--- src/rtl/flash256k_pe_ctrl_if.sv ---
// APB target bus bundle for the FLASH256K program/erase sequencer.
interface flash256k_pe_ctrl_if;
    logic        psel;
    logic        penable;
    logic        pwrite;
    logic [7:0]  paddr;
    logic [31:0] pwdata;
    logic [31:0] prdata;
    logic        pready;
    logic        pslverr;

    modport master (
        output psel, penable, pwrite, paddr, pwdata,
        input  prdata, pready, pslverr
    );

    modport slave (
        input  psel, penable, pwrite, paddr, pwdata,
        output prdata, pready, pslverr
    );
endinterface

--- src/rtl/flash256k_pe_ctrl.sv ---
// APB-programmable program/erase timing sequencer for the FLASH256K user flash.
// Optional IE register and irq output are enabled by defining FLASH_PE_CTRL_IRQ_EN.
module flash256k_pe_ctrl #(
    parameter int unsigned T_NVS   = 3,
    parameter int unsigned T_PGS   = 4,
    parameter int unsigned T_PROG  = 5,
    parameter int unsigned T_ERASE = 10,
    parameter int unsigned T_NVH   = 3,
    parameter int unsigned T_RCV   = 2,
    parameter int unsigned CNT_W   = 24
) (
    input  logic                clk,
    input  logic                rst_i,
    flash256k_pe_ctrl_if.slave  apb,
    output logic [6:0]          fl_xadr,
    output logic [5:0]          fl_yadr,
    output logic [31:0]         fl_din,
    output logic                fl_xe,
    output logic                fl_ye,
    output logic                fl_erase,
    output logic                fl_prog,
    output logic                fl_nvstr,
    output logic                busy
`ifdef FLASH_PE_CTRL_IRQ_EN
    ,
    output logic                irq
`endif
);

    localparam logic [7:0] AddrCtrl   = 8'h00;
    localparam logic [7:0] AddrAddr   = 8'h04;
    localparam logic [7:0] AddrData   = 8'h08;
    localparam logic [7:0] AddrStatus = 8'h0C;
`ifdef FLASH_PE_CTRL_IRQ_EN
    localparam logic [7:0] AddrIe     = 8'h10;
`endif

    // Counter reload values: each state lasts exactly its interval.
    localparam logic [CNT_W-1:0] LdNvs   = CNT_W'(T_NVS - 1);
    localparam logic [CNT_W-1:0] LdPgs   = CNT_W'(T_PGS - 1);
    localparam logic [CNT_W-1:0] LdProg  = CNT_W'(T_PROG - 1);
    localparam logic [CNT_W-1:0] LdErase = CNT_W'(T_ERASE - 1);
    localparam logic [CNT_W-1:0] LdNvh   = CNT_W'(T_NVH - 1);
    localparam logic [CNT_W-1:0] LdRcv   = CNT_W'(T_RCV - 1);

    typedef enum logic [2:0] {
        StIdle, StSetup, StNvs, StPgm, StErs, StHold, StRcv
    } state_e;

    state_e            state_q, state_d;
    logic [CNT_W-1:0]  cnt_q, cnt_d;
    logic              erase_op_q, erase_op_d;
    logic [12:0]       addr_q;
    logic [31:0]       data_q;
    logic              done_q, err_q;
    logic              done_set;

    logic access, wr, perr, wr_ok, mapped;
    logic sel_ctrl, sel_addr, sel_data, sel_status;
    logic start_prog, start_erase, cnt_zero;

`ifdef FLASH_PE_CTRL_IRQ_EN
    logic sel_ie;
    logic ie_q, irq_q;
`endif

    assign busy     = (state_q != StIdle);
    assign cnt_zero = (cnt_q == '0);

    // Register decode
    assign access     = apb.psel & apb.penable;
    assign wr         = access & apb.pwrite;
    assign sel_ctrl   = (apb.paddr == AddrCtrl);
    assign sel_addr   = (apb.paddr == AddrAddr);
    assign sel_data   = (apb.paddr == AddrData);
    assign sel_status = (apb.paddr == AddrStatus);
`ifdef FLASH_PE_CTRL_IRQ_EN
    assign sel_ie     = (apb.paddr == AddrIe);
    assign mapped     = sel_ctrl | sel_addr | sel_data | sel_status | sel_ie;
`else
    assign mapped     = sel_ctrl | sel_addr | sel_data | sel_status;
`endif

    // Any error cancels the write and latches ERR.
    assign perr = access & (~mapped
                 | (apb.pwrite & busy & (sel_ctrl | sel_addr | sel_data))
                 | (apb.pwrite & sel_ctrl & (&apb.pwdata[1:0])));
    assign wr_ok       = wr & ~perr;
    assign start_prog  = wr_ok & sel_ctrl & apb.pwdata[0];
    assign start_erase = wr_ok & sel_ctrl & apb.pwdata[1];

    assign apb.pready  = 1'b1;
    assign apb.pslverr = perr;

    always_comb begin
        apb.prdata = '0;
        if (apb.psel && !apb.pwrite) begin
            if (sel_addr)        apb.prdata = {19'b0, addr_q};
            else if (sel_data)   apb.prdata = data_q;
            else if (sel_status) apb.prdata = {29'b0, err_q, done_q, busy};
`ifdef FLASH_PE_CTRL_IRQ_EN
            else if (sel_ie)     apb.prdata = {31'b0, ie_q};
`endif
        end
    end

    // Next-state logic
    always_comb begin
        state_d    = state_q;
        cnt_d      = cnt_q;
        erase_op_d = erase_op_q;
        done_set   = 1'b0;
        if (state_q != StIdle && !cnt_zero) begin
            cnt_d = cnt_q - 1'b1;
        end
        unique case (state_q)
            StIdle: begin
                if (start_prog || start_erase) begin
                    state_d    = StSetup;
                    cnt_d      = LdNvs;
                    erase_op_d = start_erase;
                end
            end
            StSetup: begin
                if (cnt_zero) begin
                    if (erase_op_q) begin
                        state_d = StErs;
                        cnt_d   = LdErase;
                    end else begin
                        state_d = StNvs;
                        cnt_d   = LdPgs;
                    end
                end
            end
            StNvs: begin
                if (cnt_zero) begin
                    state_d = StPgm;
                    cnt_d   = LdProg;
                end
            end
            StPgm, StErs: begin
                if (cnt_zero) begin
                    state_d = StHold;
                    cnt_d   = LdNvh;
                end
            end
            StHold: begin
                if (cnt_zero) begin
                    state_d = StRcv;
                    cnt_d   = LdRcv;
                end
            end
            StRcv: begin
                if (cnt_zero) begin
                    state_d  = StIdle;
                    done_set = 1'b1;
                end
            end
            default: state_d = StIdle;
        endcase
    end

    // Flash pin decode from the current state
    always_comb begin
        fl_xe    = 1'b0;
        fl_ye    = 1'b0;
        fl_prog  = 1'b0;
        fl_erase = 1'b0;
        fl_nvstr = 1'b0;
        fl_din   = '0;
        unique case (state_q)
            StSetup: begin
                fl_xe    = 1'b1;
                fl_prog  = ~erase_op_q;
                fl_erase = erase_op_q;
            end
            StNvs: begin
                fl_xe    = 1'b1;
                fl_prog  = 1'b1;
                fl_nvstr = 1'b1;
            end
            StPgm: begin
                fl_xe    = 1'b1;
                fl_prog  = 1'b1;
                fl_nvstr = 1'b1;
                fl_ye    = 1'b1;
                fl_din   = data_q;
            end
            StErs: begin
                fl_xe    = 1'b1;
                fl_erase = 1'b1;
                fl_nvstr = 1'b1;
            end
            StHold: begin
                fl_xe    = 1'b1;
                fl_nvstr = 1'b1;
            end
            default: ;
        endcase
    end

    assign fl_xadr = addr_q[12:6];
    assign fl_yadr = addr_q[5:0];

    always_ff @(posedge clk) begin
        if (rst_i) begin
            state_q    <= StIdle;
            cnt_q      <= '0;
            erase_op_q <= 1'b0;
            addr_q     <= '0;
            data_q     <= '0;
            done_q     <= 1'b0;
            err_q      <= 1'b0;
        end else begin
            state_q    <= state_d;
            cnt_q      <= cnt_d;
            erase_op_q <= erase_op_d;
            if (wr_ok && sel_addr) addr_q <= apb.pwdata[12:0];
            if (wr_ok && sel_data) data_q <= apb.pwdata;
            // Hardware set beats a simultaneous W1C.
            if (done_set)                                   done_q <= 1'b1;
            else if (wr_ok && sel_status && apb.pwdata[1])  done_q <= 1'b0;
            if (perr)                                       err_q  <= 1'b1;
            else if (wr_ok && sel_status && apb.pwdata[2])  err_q  <= 1'b0;
        end
    end

`ifdef FLASH_PE_CTRL_IRQ_EN
    always_ff @(posedge clk) begin
        if (rst_i) begin
            ie_q  <= 1'b0;
            irq_q <= 1'b0;
        end else begin
            if (wr_ok && sel_ie) ie_q <= apb.pwdata[0];
            irq_q <= done_q & ie_q;
        end
    end

    assign irq = irq_q;
`endif

endmodule

--- src/flat_wrapper.sv ---
// flat-port wrapper written by rule: the top's interface ports become plain ports
module flash256k_pe_ctrl_flat 
#(
    parameter int unsigned T_NVS   = 3,
    parameter int unsigned T_PGS   = 4,
    parameter int unsigned T_PROG  = 5,
    parameter int unsigned T_ERASE = 10,
    parameter int unsigned T_NVH   = 3,
    parameter int unsigned T_RCV   = 2,
    parameter int unsigned CNT_W   = 24
)
  (clk, rst_i, fl_xadr, fl_yadr, fl_din, fl_xe, fl_ye, fl_erase, fl_prog, fl_nvstr, busy, apb_psel, apb_penable, apb_pwrite, apb_paddr, apb_pwdata, apb_prdata, apb_pready, apb_pslverr);
  flash256k_pe_ctrl_if apb_i ();
  input  logic clk;
  input  logic rst_i;
  output logic [6:0] fl_xadr;
  output logic [5:0] fl_yadr;
  output logic [31:0] fl_din;
  output logic fl_xe;
  output logic fl_ye;
  output logic fl_erase;
  output logic fl_prog;
  output logic fl_nvstr;
  output logic busy;
  input wire logic [$bits(apb_i.psel)-1:0] apb_psel;
  input wire logic [$bits(apb_i.penable)-1:0] apb_penable;
  input wire logic [$bits(apb_i.pwrite)-1:0] apb_pwrite;
  input wire logic [$bits(apb_i.paddr)-1:0] apb_paddr;
  input wire logic [$bits(apb_i.pwdata)-1:0] apb_pwdata;
  output wire logic [$bits(apb_i.prdata)-1:0] apb_prdata;
  output wire logic [$bits(apb_i.pready)-1:0] apb_pready;
  output wire logic [$bits(apb_i.pslverr)-1:0] apb_pslverr;
  assign apb_i.psel = apb_psel;
  assign apb_i.penable = apb_penable;
  assign apb_i.pwrite = apb_pwrite;
  assign apb_i.paddr = apb_paddr;
  assign apb_i.pwdata = apb_pwdata;
  assign apb_prdata = apb_i.prdata;
  assign apb_pready = apb_i.pready;
  assign apb_pslverr = apb_i.pslverr;
  flash256k_pe_ctrl #(.T_NVS(T_NVS), .T_PGS(T_PGS), .T_PROG(T_PROG), .T_ERASE(T_ERASE), .T_NVH(T_NVH), .T_RCV(T_RCV), .CNT_W(CNT_W)) u_core (.clk(clk), .rst_i(rst_i), .apb(apb_i), .fl_xadr(fl_xadr), .fl_yadr(fl_yadr), .fl_din(fl_din), .fl_xe(fl_xe), .fl_ye(fl_ye), .fl_erase(fl_erase), .fl_prog(fl_prog), .fl_nvstr(fl_nvstr), .busy(busy));
endmodule
--- config.mk ---
export PLATFORM = sky130hd
export DESIGN_NAME = flash256k_pe_ctrl_flat
export DESIGN_NICKNAME = d
export VERILOG_FILES = /design/src/rtl/flash256k_pe_ctrl_if.sv /design/src/rtl/flash256k_pe_ctrl.sv /design/src/flat_wrapper.sv
export SDC_FILE = /design/constraint.sdc
export NUM_CORES = 1
export LEC_CHECK = 0
export ABC_AREA = 1
export BUFFER_PORTS_ARGS = -buffer_cell sky130_fd_sc_hd__buf_2
export CORE_MARGIN = 2
export CORE_UTILIZATION = 30
export CTS_CLUSTER_DIAMETER = 50
export DETAILED_ROUTE_END_ITERATION = 8
export HOLD_SLACK_MARGIN = 0.05
export PLACE_DENSITY = 0.52
export SLEW_MARGIN = 20
export SYNTH_ARGS = -nofsm -noshare
export SYNTH_HDL_FRONTEND = slang
export SYNTH_SLANG_ARGS = --single-unit
--- constraint.sdc ---
create_clock -name clk -period 3.1 [get_ports clk]
set_input_delay 0.93 -clock clk [delete_from_list [all_inputs] [get_ports clk]]
set_output_delay 0.93 -clock clk [all_outputs]
set_load 0.05 [all_outputs]
==> results.cfg, run 1 <==
[clocking]
clockRootBuffer = clkbuf_16
clk_pin_slew_ps = 70
cts_tree = done
cts.path.max_buffers = 2
h-tree-depth = 3
cts_buffers = 9
clk-insertion-delay-late_ps = 350
clock-sinks = 75

[setup_path]
crit_path_end_kind = output pin
cp-endpoint = apb_pslverr
ff2ff_setup_slack_ps = 940
r2r_end = u_core.cnt_q[10]$_SDFF_PP0_
startpoint_type = primary input
worstPathCellList = buf_6 > inv_2 > nand2_2 > nor2_4 > buf_6 > o211ai_1 > nor2_2 > nor2_4 > or2_4 > clkinvlp_4 > buf_8
r2r_start = u_core.cnt_q[0]$_SDFF_PP0_
startpoint = apb_paddr[4]
r2r_cells = 10
critPathSlowestCell = or2_4
critPathKind = in2out
arrival_ps = 2220
worstPathMaxFanout = 3
required_ps = 2170
critPathMaxStageDelay_ps = 240

[outcome]
status = finished with violations
violations = setup timing

[drt]
first_pass_iters = 4
vias = 4549
drt_iter0_drc = 158
wl_per_cell_um = 13.3
detail-route-antenna-nets = 0
routed_wirelength_mm = 12.9
viasPerCell = 4.71
drc_errors = 0

[finish]
final_common_cell = nand2_1
final_util_pct = 44.5
area_growth_pct = 44.6
layout.nets = 826
mostFrequentLayoutCells = nand2_1, buf_2, nor2_1, inv_1, dfxtp_1
drive_above_1_share_pct = 33.0

[floorplan]
die_h_um = 124
num_rows = 43
io_pins = 130
core_area_sq_mm = 0.0139
fp.dieW_um = 124
die-area_sq_mm = 0.0153
start_util_pct = 30.8

[place]
port_buffers = 128
place_congestion = 0.859
place_ws_ps = -213
dp_hpwl_mm = 9.36

[logic_synthesis]
synthCells = 637
ys_seq_area_share_pct = 35.0
synth_edf_count = 0
synth_top_cell_by_area = dfxtp_1
ys_ff_latch = 75
synth_cell_type_count = 35
synthArstFlopShare_pct = 0
syn_area_per_cell_sq_um = 6.73
synth_top_area_share_pct = 35.0
syn_area_sq_mm = 0.00429
synth_area_leaders = dfxtp_1, nand2_1, nor2_1, a21oi_1, inv_1
ys_warn_count = 0
syn_nets = 684
synth_ff_type = dfxtp_1

[global_route]
first_global_vias = 4393
grt_max_degree = 65
track_usage_pct = 17.5
antenna_found_initial = 3
overflow = 0
grt_pass1_wl_mm = 20.7

[sta]
timing.fmax_mhz = 318
slew_violations = 0
skew_ps = 8.77
rsz0062_at_grt = true
setup_tns_ps = -79.0
hold_viol_final = 0
fin_crit_sh_pct = 102
worst_slack_ps = -48.4
finalCriticalPeriod_ps = 3150
setup_viol = 9

[pwr]
power_leakage_nw = 2.88
irDropWorstVdd_v = 0.000341
power_density_mw_per_mm2 = 737

[hold_path]
min_path_type = reg2reg

[job]
cap_violations = 0
-- power by group --
group	switching, mW	internal, mW	leakage [nW]	total [mW]
logic	1.52	0.744	2.13	2.26
clock network	0.445	0.652	0.146	1.10
registers	0.126	1.08	0.608	1.21
-- logic make-up after synthesis --
logic type,share of synthesized area (%)
buffers and inverters,12.4
AND/OR/NAND/NOR,30.9
XOR/XNOR,4.29
AO/OA/AOI/OAI,16.7
flip-flops,35.0
adder cells (fa/ha/maj),0.584
other,0.0875
-- cell usage after synthesis (3+ instances only) --
cell	count
nor2_2	13
nand3_2	3
o211ai_1	7
o21ai_0	34
xnor2_1	3
buf_6	9
o21ai_1	27
nand3_1	28
dfxtp_1	75
nor2_4	4
inv_2	5
nor4_2	3
nor3_1	25
nand4_1	7
clkbuf_1	15
nand2_2	3
nand2_1	98
xor2_1	18
nand2_4	5
a21oi_1	65
nor2_1	89
inv_1	83
-- how the worst min path moves through the flow --
stage | start | end | slack (ps) | depth (start not counted)
2_1_floorplan | u_core.done_q$_SDFFE_PP0P_ | u_core.done_q$_SDFFE_PP0P_ | 440 | 2
3_3_place_gp | u_core.addr_q[8]$_SDFFE_PP0P_ | u_core.addr_q[8]$_SDFFE_PP0P_ | 450 | 2
3_5_place_dp | u_core.addr_q[9]$_SDFFE_PP0P_ | u_core.addr_q[9]$_SDFFE_PP0P_ | 450 | 2
4_1_cts | u_core.addr_q[9]$_SDFFE_PP0P_ | u_core.addr_q[9]$_SDFFE_PP0P_ | 460 | 2
5_1_grt | u_core.addr_q[4]$_SDFFE_PP0P_ | u_core.addr_q[4]$_SDFFE_PP0P_ | 480 | 2
6_report | u_core.addr_q[8]$_SDFFE_PP0P_ | u_core.addr_q[8]$_SDFFE_PP0P_ | 460 | 2
-- final cells by class --
type                            count  area, sq um
Timing Repair Buffer              159         1200
Antenna cell                        2         5.00
Tap cell                          180          225
Multi-Input combinational cell    444         2610
Fill cell                        1438         7740
Clock buffer                       10          239
Clock inverter                      6         71.3
Inverter                           90          350
Sequential cell                    75         1500
-- sequential cells by signal (all words and copies together), names as in the netlist --
signal,cells
u_core.state_q,3
u_core.data_q,32
u_core.addr_q,13
u_core.cnt_q,24
u_core.err_q,1
u_core.erase_op_q,1
u_core.done_q,1
-- per-layer routing --
metal | GRT usage, % | part of all wire [%]
met5 | 0 | 0.16
met2 | 28.2 | 47
met3 | 7.33 | 7.3
met1 | 20.9 | 43
met4 | 6.11 | 1.7
-- worst max-delay path: cells and delay by family --
kind	cells	cell delay (ps)
AOI/OAI and AO/OA	1	110
and+or+nand+nor	5	680
buffers and inverters	5	500
-- metrics by stage --
step	hold WS, ps	instances	area (sq um)	power (mW)
after detailed placement	446	944	5560	3.47
after floorplan	439	637	4650	3.06
after global routing	482	964	6190	4.96
after CTS	456	962	6130	4.61
final	456	966	6200	4.57
after global placement	447	944	5560	3.45
-- what timing repair did --
item                       CTS  global route
gates cloned                 1             1
pin swaps                   14             9
buffers inserted             1             1
hold buffers                 0             0
setup endpoints to repair   33            31
resized for setup           76             8
No activity file was read; power rests on OpenSTA's default activity.
==> run 2, diff against run 1 <==
--- a/config.mk
+++ b/config.mk
@@ -5,14 +5,13 @@
 export SDC_FILE = /design/constraint.sdc
 export NUM_CORES = 1
 export LEC_CHECK = 0
-export ABC_AREA = 1
-export BUFFER_PORTS_ARGS = -buffer_cell sky130_fd_sc_hd__buf_2
+export BUFFER_PORTS_ARGS = -buffer_cell sky130_fd_sc_hd__buf_4
 export CORE_MARGIN = 2
 export CORE_UTILIZATION = 30
 export CTS_CLUSTER_DIAMETER = 50
 export DETAILED_ROUTE_END_ITERATION = 8
 export HOLD_SLACK_MARGIN = 0.05
-export PLACE_DENSITY = 0.52
+export PLACE_DENSITY = 0.53
 export SLEW_MARGIN = 20
 export SYNTH_ARGS = -nofsm -noshare
 export SYNTH_HDL_FRONTEND = slang
==> run 2 against run 1 <==
Compared with the run above: the flow still finishes with violations (setup timing); first-iteration DRC count rose by 39%; flip-flop and latch count did not move; sequential share of layout area rose by 1.2 points; combinational power fell by 57%; clock skew fell by 3.2 ps; area after synthesis fell by 8.3%; critical path type unchanged; highest routed layer is now met4.
==> results.cfg, run 2 <==
[pwr]
power_density_mw_per_mm2 = 537
power.internal_mw = 2.07
clkPwrFrac_pct = 35.8
irDropWorstVdd_v = 0.000288
swShare_pct = 34.8
p_sw_mw = 1.10
power_leakage_nw = 2.33
sequentialPowerShare_pct = 33.3
comb_power_share_pct = 30.9

[finish]
regMostFlops = u_core.data_q
layout.nets = 703
mostFrequentLayoutCells = buf_4, nand2_1, dfxtp_1, a21oi_1, nor2_1
final_common_cell = buf_4
drive_above_1_share_pct = 33.3
largest_reg_flops = 32
n_antenna_cell = 0
reg_top3 = u_core.data_q x32, u_core.cnt_q x24, u_core.addr_q x13
area_growth_pct = 49.9

[sta]
worst_slack_ps = -8.72
setup_viol = 8
timing.fmax_mhz = 322
hold_viol_final = 0
setup_tns_ps = -36.4
skew_ps = 5.60
finalCriticalPeriod_ps = 3110
fin_crit_sh_pct = 100
rsz0062_at_grt = true
slew_headroom_pct = 63.4
worstMarginPinSlew_ps = 547
slew_violations = 0

[clocking]
cts_buffers = 9
h-tree-depth = 3
clk_pin_slew_ps = 60
clock-sinks = 75
cts.path.max_buffers = 2
cts_tree = done
ctsHoldBuffers = 0
clockRootBuffer = clkbuf_16
clk-insertion-delay-late_ps = 340

[logic_synthesis]
syn_nets = 577
synth_top_cell_by_area = dfxtp_1
synth_cell_type_count = 51
synth_edf_count = 0
yosysMostFrequentCell = nand2_1
syn_area_per_cell_sq_um = 7.42
ys_seq_area_share_pct = 38.2
ys_ff_latch = 75
syn_area_sq_mm = 0.00393
synthCells = 530
synth_area_leaders = dfxtp_1, nand2_1, and2_1, a21oi_1, nor2_1
synth_top_area_share_pct = 38.2
synthArstFlopShare_pct = 0
synth_ff_type = dfxtp_1
ys_warn_count = 0
synth_commonest_cells = nand2_1, dfxtp_1, a21oi_1, nor2_1, and2_1

[drt]
routed_wirelength_mm = 12.7
first_pass_iters = 5
viasPerCell = 4.98
drc_errors = 0
wl_per_cell_um = 15.3
drt_iter0_drc = 219
vias = 4152
detail-route-antenna-nets = 0

[hold_path]
whs_path_depth = 2
min_from = u_core.data_q[26]$_SDFFE_PP0P_
min_path_type = reg2reg

[job]
cap_violations = 0

[setup_path]
r2r_cells = 6
r2r_start = u_core.cnt_q[4]$_SDFF_PP0_
critPathKind = in2out
worstPathCellList = buf_6 > nor2_4 > nand3_4 > nor4b_4 > buf_4 > and2_4 > buf_8
critPathSlowestCell = nor4b_4
worstPathMaxFanout = 8
crit_family = simple AND/OR/NAND/NOR gates
path_buf_inv = 3
critPathMaxStageDelay_ps = 360
arrival_ps = 2180
required_ps = 2170
startpoint_type = primary input
startpoint = apb_paddr[0]
crit_path_end_kind = output pin
path_depth = 7

[global_route]
antenna_found_initial = 0
grtUsageMet2_pct = 30.1
grtUsageMet3_pct = 2.70
overflow = 0
grt_pass1_wl_mm = 20.5
track_usage_pct = 18.0
grtUsageMet1_pct = 22.8
grt_max_degree = 50
grt_busiest_layer = met2
first_global_vias = 4037

[place]
port_buffers = 128
place_ws_ps = -224
dp_hpwl_mm = 8.86
place_congestion = 0.790

[outcome]
status = finished with violations
violations = setup timing

[floorplan]
die-area_sq_mm = 0.0140
io_pins = 130
die_h_um = 118
num_rows = 41
start_util_pct = 30.9
core_area_sq_mm = 0.0127
fp.dieW_um = 118
[run 2: changes by cell type after synthesis, moves of 13 or more]
cell / previous run / this run
nor3_1: 25 / 10
and2_1: 0 / 53
inv_1: 83 / 8
nor2_2: 13 / 0
o21ai_0: 34 / 9
nand3_1: 28 / 7
nor2_1: 89 / 60
o21ai_1: 27 / 0
[run 2: cells by family after synthesis]
kind of cell	Yosys count	synth area share, %
other	1	0.0954
and+or+nand+nor	285	36.0
DFF	75	38.2
adders and majority gates	3	0.891
buffers and inverters	44	4.65
AOI/OAI and AO/OA	102	15.7
muxes	1	0.255
xor gates and xnor gates	19	4.23
[run 2: timing repair]
item	in CTS	in global routing
pin swaps	15	1
gates cloned	1	0
resized for setup	54	24
setup endpoints to repair	32	29
buffers inserted	1	0
[run 2: worst min-delay path: stages, from the launching register on]
cell	delay [ps]
dfxtp_1	310
nand2_1	50
a21oi_1	50
[run 2: worst paths after layout]
| path | slack [ps] | endpoint |
|---|---|---|
| max | -9 | apb_prdata[16] |
| min | 460 | u_core.data_q[26]$_SDFFE_PP0P_ |
| max reg2reg | 800 | u_core.cnt_q[3]$_SDFF_PP0_ |
| min reg2reg | 460 | u_core.data_q[26]$_SDFFE_PP0P_ |
[run 2: final cells by class]
class,instances,area [sq um]
fill,1289,6830
multi-input combinational,411,2480
sequential,75,1500
timing repair buffer,151,1350
clock buffer,10,229
tap,172,215
clock inverter,6,90.1
inverter,8,30.0
[run 2: power groups by stage]
stage | Combinational, mW | Clock (mW) | Sequential (mW)
after CTS | 0.969 | 1.16 | 1.05
after global placement | 0.956 | 0 | 1.07
final | 0.978 | 1.13 | 1.05
after global routing | 1.08 | 1.20 | 1.06
after floorplan | 0.730 | 0 | 1.06
after detailed placement | 0.955 | 0 | 1.08
[run 2: routing by layer]
layer | wire length, um | up-vias
li1 | - | 2053
met1 | 5720 | 1964
met2 | 6210 | 114
met3 | 518 | 21
met4 | 267 | 0
met5 | 0 | -
[run 2: metrics by stage]
| step | total power, mW | area, sq um | util, % | cells | hold WS (ps) |
|---|---|---|---|---|---|
| 2_1_floorplan | 1.79 | 4080 | - | 530 | 436 |
| 3_3_place_gp | 2.03 | 5290 | 41.6 | 815 | 447 |
| 3_5_place_dp | 2.03 | 5290 | 41.6 | 815 | 455 |
| 4_1_cts | 3.18 | 5810 | 45.7 | 833 | 463 |
| 5_1_grt | 3.34 | 5900 | 46.3 | 833 | 481 |
| 6_report | 3.17 | 5900 | 46.3 | 833 | 458 |
==> run 3, diff against run 2 <==
--- a/config.mk
+++ b/config.mk
@@ -11,7 +11,7 @@
 export CTS_CLUSTER_DIAMETER = 50
 export DETAILED_ROUTE_END_ITERATION = 8
 export HOLD_SLACK_MARGIN = 0.05
-export PLACE_DENSITY = 0.53
+export PLACE_DENSITY = 0.55
 export SLEW_MARGIN = 20
 export SYNTH_ARGS = -nofsm -noshare
 export SYNTH_HDL_FRONTEND = slang
==> constraint.sdc (replaced) <==
create_clock -name clk -period 2.6 [get_ports clk]
set_input_delay 0.78 -clock clk [delete_from_list [all_inputs] [get_ports clk]]
set_output_delay 0.78 -clock clk [all_outputs]
set_load 0.05 [all_outputs]
==> run 3 against run 2 <==
Compared with the run above: the run still ends with setup timing left; cell area rose by 2.0%; first-iteration DRC count fell by 21%; wire length fell by 5.4%; flip-flop and latch count did not move; count of clock-buffer cells in the layout rose by 2; sequential share of layout area fell by 0.51 points; global-route usage fell by 0.70 points; cell count rose by 0.24%; worst hold slack got worse by 1.3 ps; critical endpoint is now apb_prdata[15].
==> results.cfg, run 3 (synthesis gave the netlist of run 2 again) <==
[drt]
routed_wirelength_mm = 12.0
wl_per_cell_um = 14.4
drt_iter0_drc = 174
first_pass_iters = 4
drc_errors = 0
vias = 4118
viasPerCell = 4.93
detail-route-antenna-nets = 0

[setup_path]
arrival_ps = 1960
r2r_start = u_core.cnt_q[8]$_SDFF_PP0_
r2r_cells = 6
critPathKind = in2out
startpoint_type = primary input
worstPathMaxFanout = 19
ff2ff_setup_slack_ps = 400
required_ps = 1820
crit_path_end_kind = output pin
r2r_end = u_core.cnt_q[3]$_SDFF_PP0_

[job]
cap_violations = 0

[sta]
worst_slack_ps = -142
slew_headroom_pct = 65.1
hold_viol_final = 0
setup_viol = 32
worstMarginPinSlew_ps = 522
fin_crit_sh_pct = 105
rsz0062_at_grt = true
skew_ps = 4.87
timing.fmax_mhz = 365
slew_violations = 0
finalCriticalPeriod_ps = 2740

[finish]
final_common_cell = buf_4
n_fill_cell = 1300
layout.nets = 705
drive_above_1_share_pct = 35.7
area_growth_pct = 53.0
reg_top3 = u_core.data_q x32, u_core.cnt_q x24, u_core.addr_q x13
largest_reg_flops = 32
n_antenna_cell = 0
regMostFlops = u_core.data_q
mostFrequentLayoutCells = buf_4, nand2_1, dfxtp_1, a21oi_1, nor2_1

[clocking]
h-tree-depth = 3
cts_buffers = 9
clock-sinks = 75
cts_tree = done
cts.path.max_buffers = 2
clk_pin_slew_ps = 60
clk-insertion-delay-late_ps = 330
clockRootBuffer = clkbuf_16

[global_route]
track_usage_pct = 17.3
grt_pass1_wl_mm = 19.9
antenna_found_initial = 0
first_global_vias = 4035
grt_max_degree = 34
overflow = 0

[pwr]
irDropWorstVdd_v = 0.000360
total_power_mw = 3.79
power_density_mw_per_mm2 = 629
power_leakage_nw = 2.34

[outcome]
violations = setup timing
status = finished with violations

[hold_path]
min_from = u_core.data_q[16]$_SDFFE_PP0P_
whs_path_depth = 2
min_path_type = reg2reg
min_to = u_core.data_q[16]$_SDFFE_PP0P_

[floorplan]
core_area_sq_mm = 0.0127
fp.dieW_um = 118
die_h_um = 118
io_pins = 130
num_rows = 41
start_util_pct = 30.9
die-area_sq_mm = 0.0140

[place]
place_ws_ps = -201
port_buffers = 128
dp_hpwl_mm = 8.56
place_congestion = 0.812
run 3: where the power goes:
| group | switching [mW] | leakage [nW] | total (mW) | internal [mW] |
|---|---|---|---|---|
| Sequential | 0.0601 | 0.605 | 1.26 | 1.20 |
| Clock | 0.475 | 0.159 | 1.37 | 0.891 |
| Combinational | 0.729 | 1.57 | 1.16 | 0.433 |
run 3: per-layer routing:
metal | wire length (um) | global-route usage (%) | up-vias
li1 | - | - | 2061
met2 | 5720 | 28.5 | 112
met5 | 0 | 0 | -
met1 | 5570 | 22.6 | 1935
met4 | 110 | 5.36 | 0
met3 | 637 | 3.52 | 10
run 3: area by class of cell:
| type | instances | area (sq um) | share of cell area [%] |
|---|---|---|---|
| Inverter | 8 | 32.5 | 0.541 |
| Tap cell | 172 | 215 | 3.58 |
| Clock inverter | 4 | 72.6 | 1.21 |
| Timing Repair Buffer | 152 | 1390 | 23.0 |
| Clock buffer | 12 | 256 | 4.26 |
| Sequential cell | 75 | 1500 | 25.0 |
| Multi-Input combinational cell | 412 | 2550 | 42.4 |
run 3: critical path, cell delays in order:
cell and delay (ps):
buf_6 90, nor2_4 140, nand3_4 110, nor4b_4 330, buf_12 190, and2_2 160, buf_6 150
run 3: repair_timing:
action,CTS,global route
endpoints found under the setup margin,32,64
hold buffers,0,0
buffers inserted,2,0
pin swaps,4,0
cloned,1,0
gates resized for setup,48,8
hold endpoints to repair,0,0
run 3: worst max path at each step:
stage / endpoint / start
after CTS: apb_prdata[31] / apb_paddr[5]
after floorplan: apb_prdata[0] / u_core.state_q[1]$_SDFFE_PP0P_
final: apb_prdata[15] / apb_paddr[5]
after global routing: apb_prdata[15] / apb_paddr[5]
after detailed placement: apb_prdata[31] / apb_paddr[5]
after global placement: apb_prdata[18] / apb_paddr[5]
run 3: stage by stage:
step           instances  area, sq um  hold WS, ps  utilization, %  setup TNS (ps)
2_1_floorplan        530         4280          436               -            -859
3_3_place_gp         816         5450          445            42.9           -5040
3_5_place_dp         816         5450          455            42.9           -5740
4_1_cts              835         5990          463            47.0           -3620
5_1_grt              835         6020          484            47.3           -5830
6_report             835         6020          457            47.3           -3510
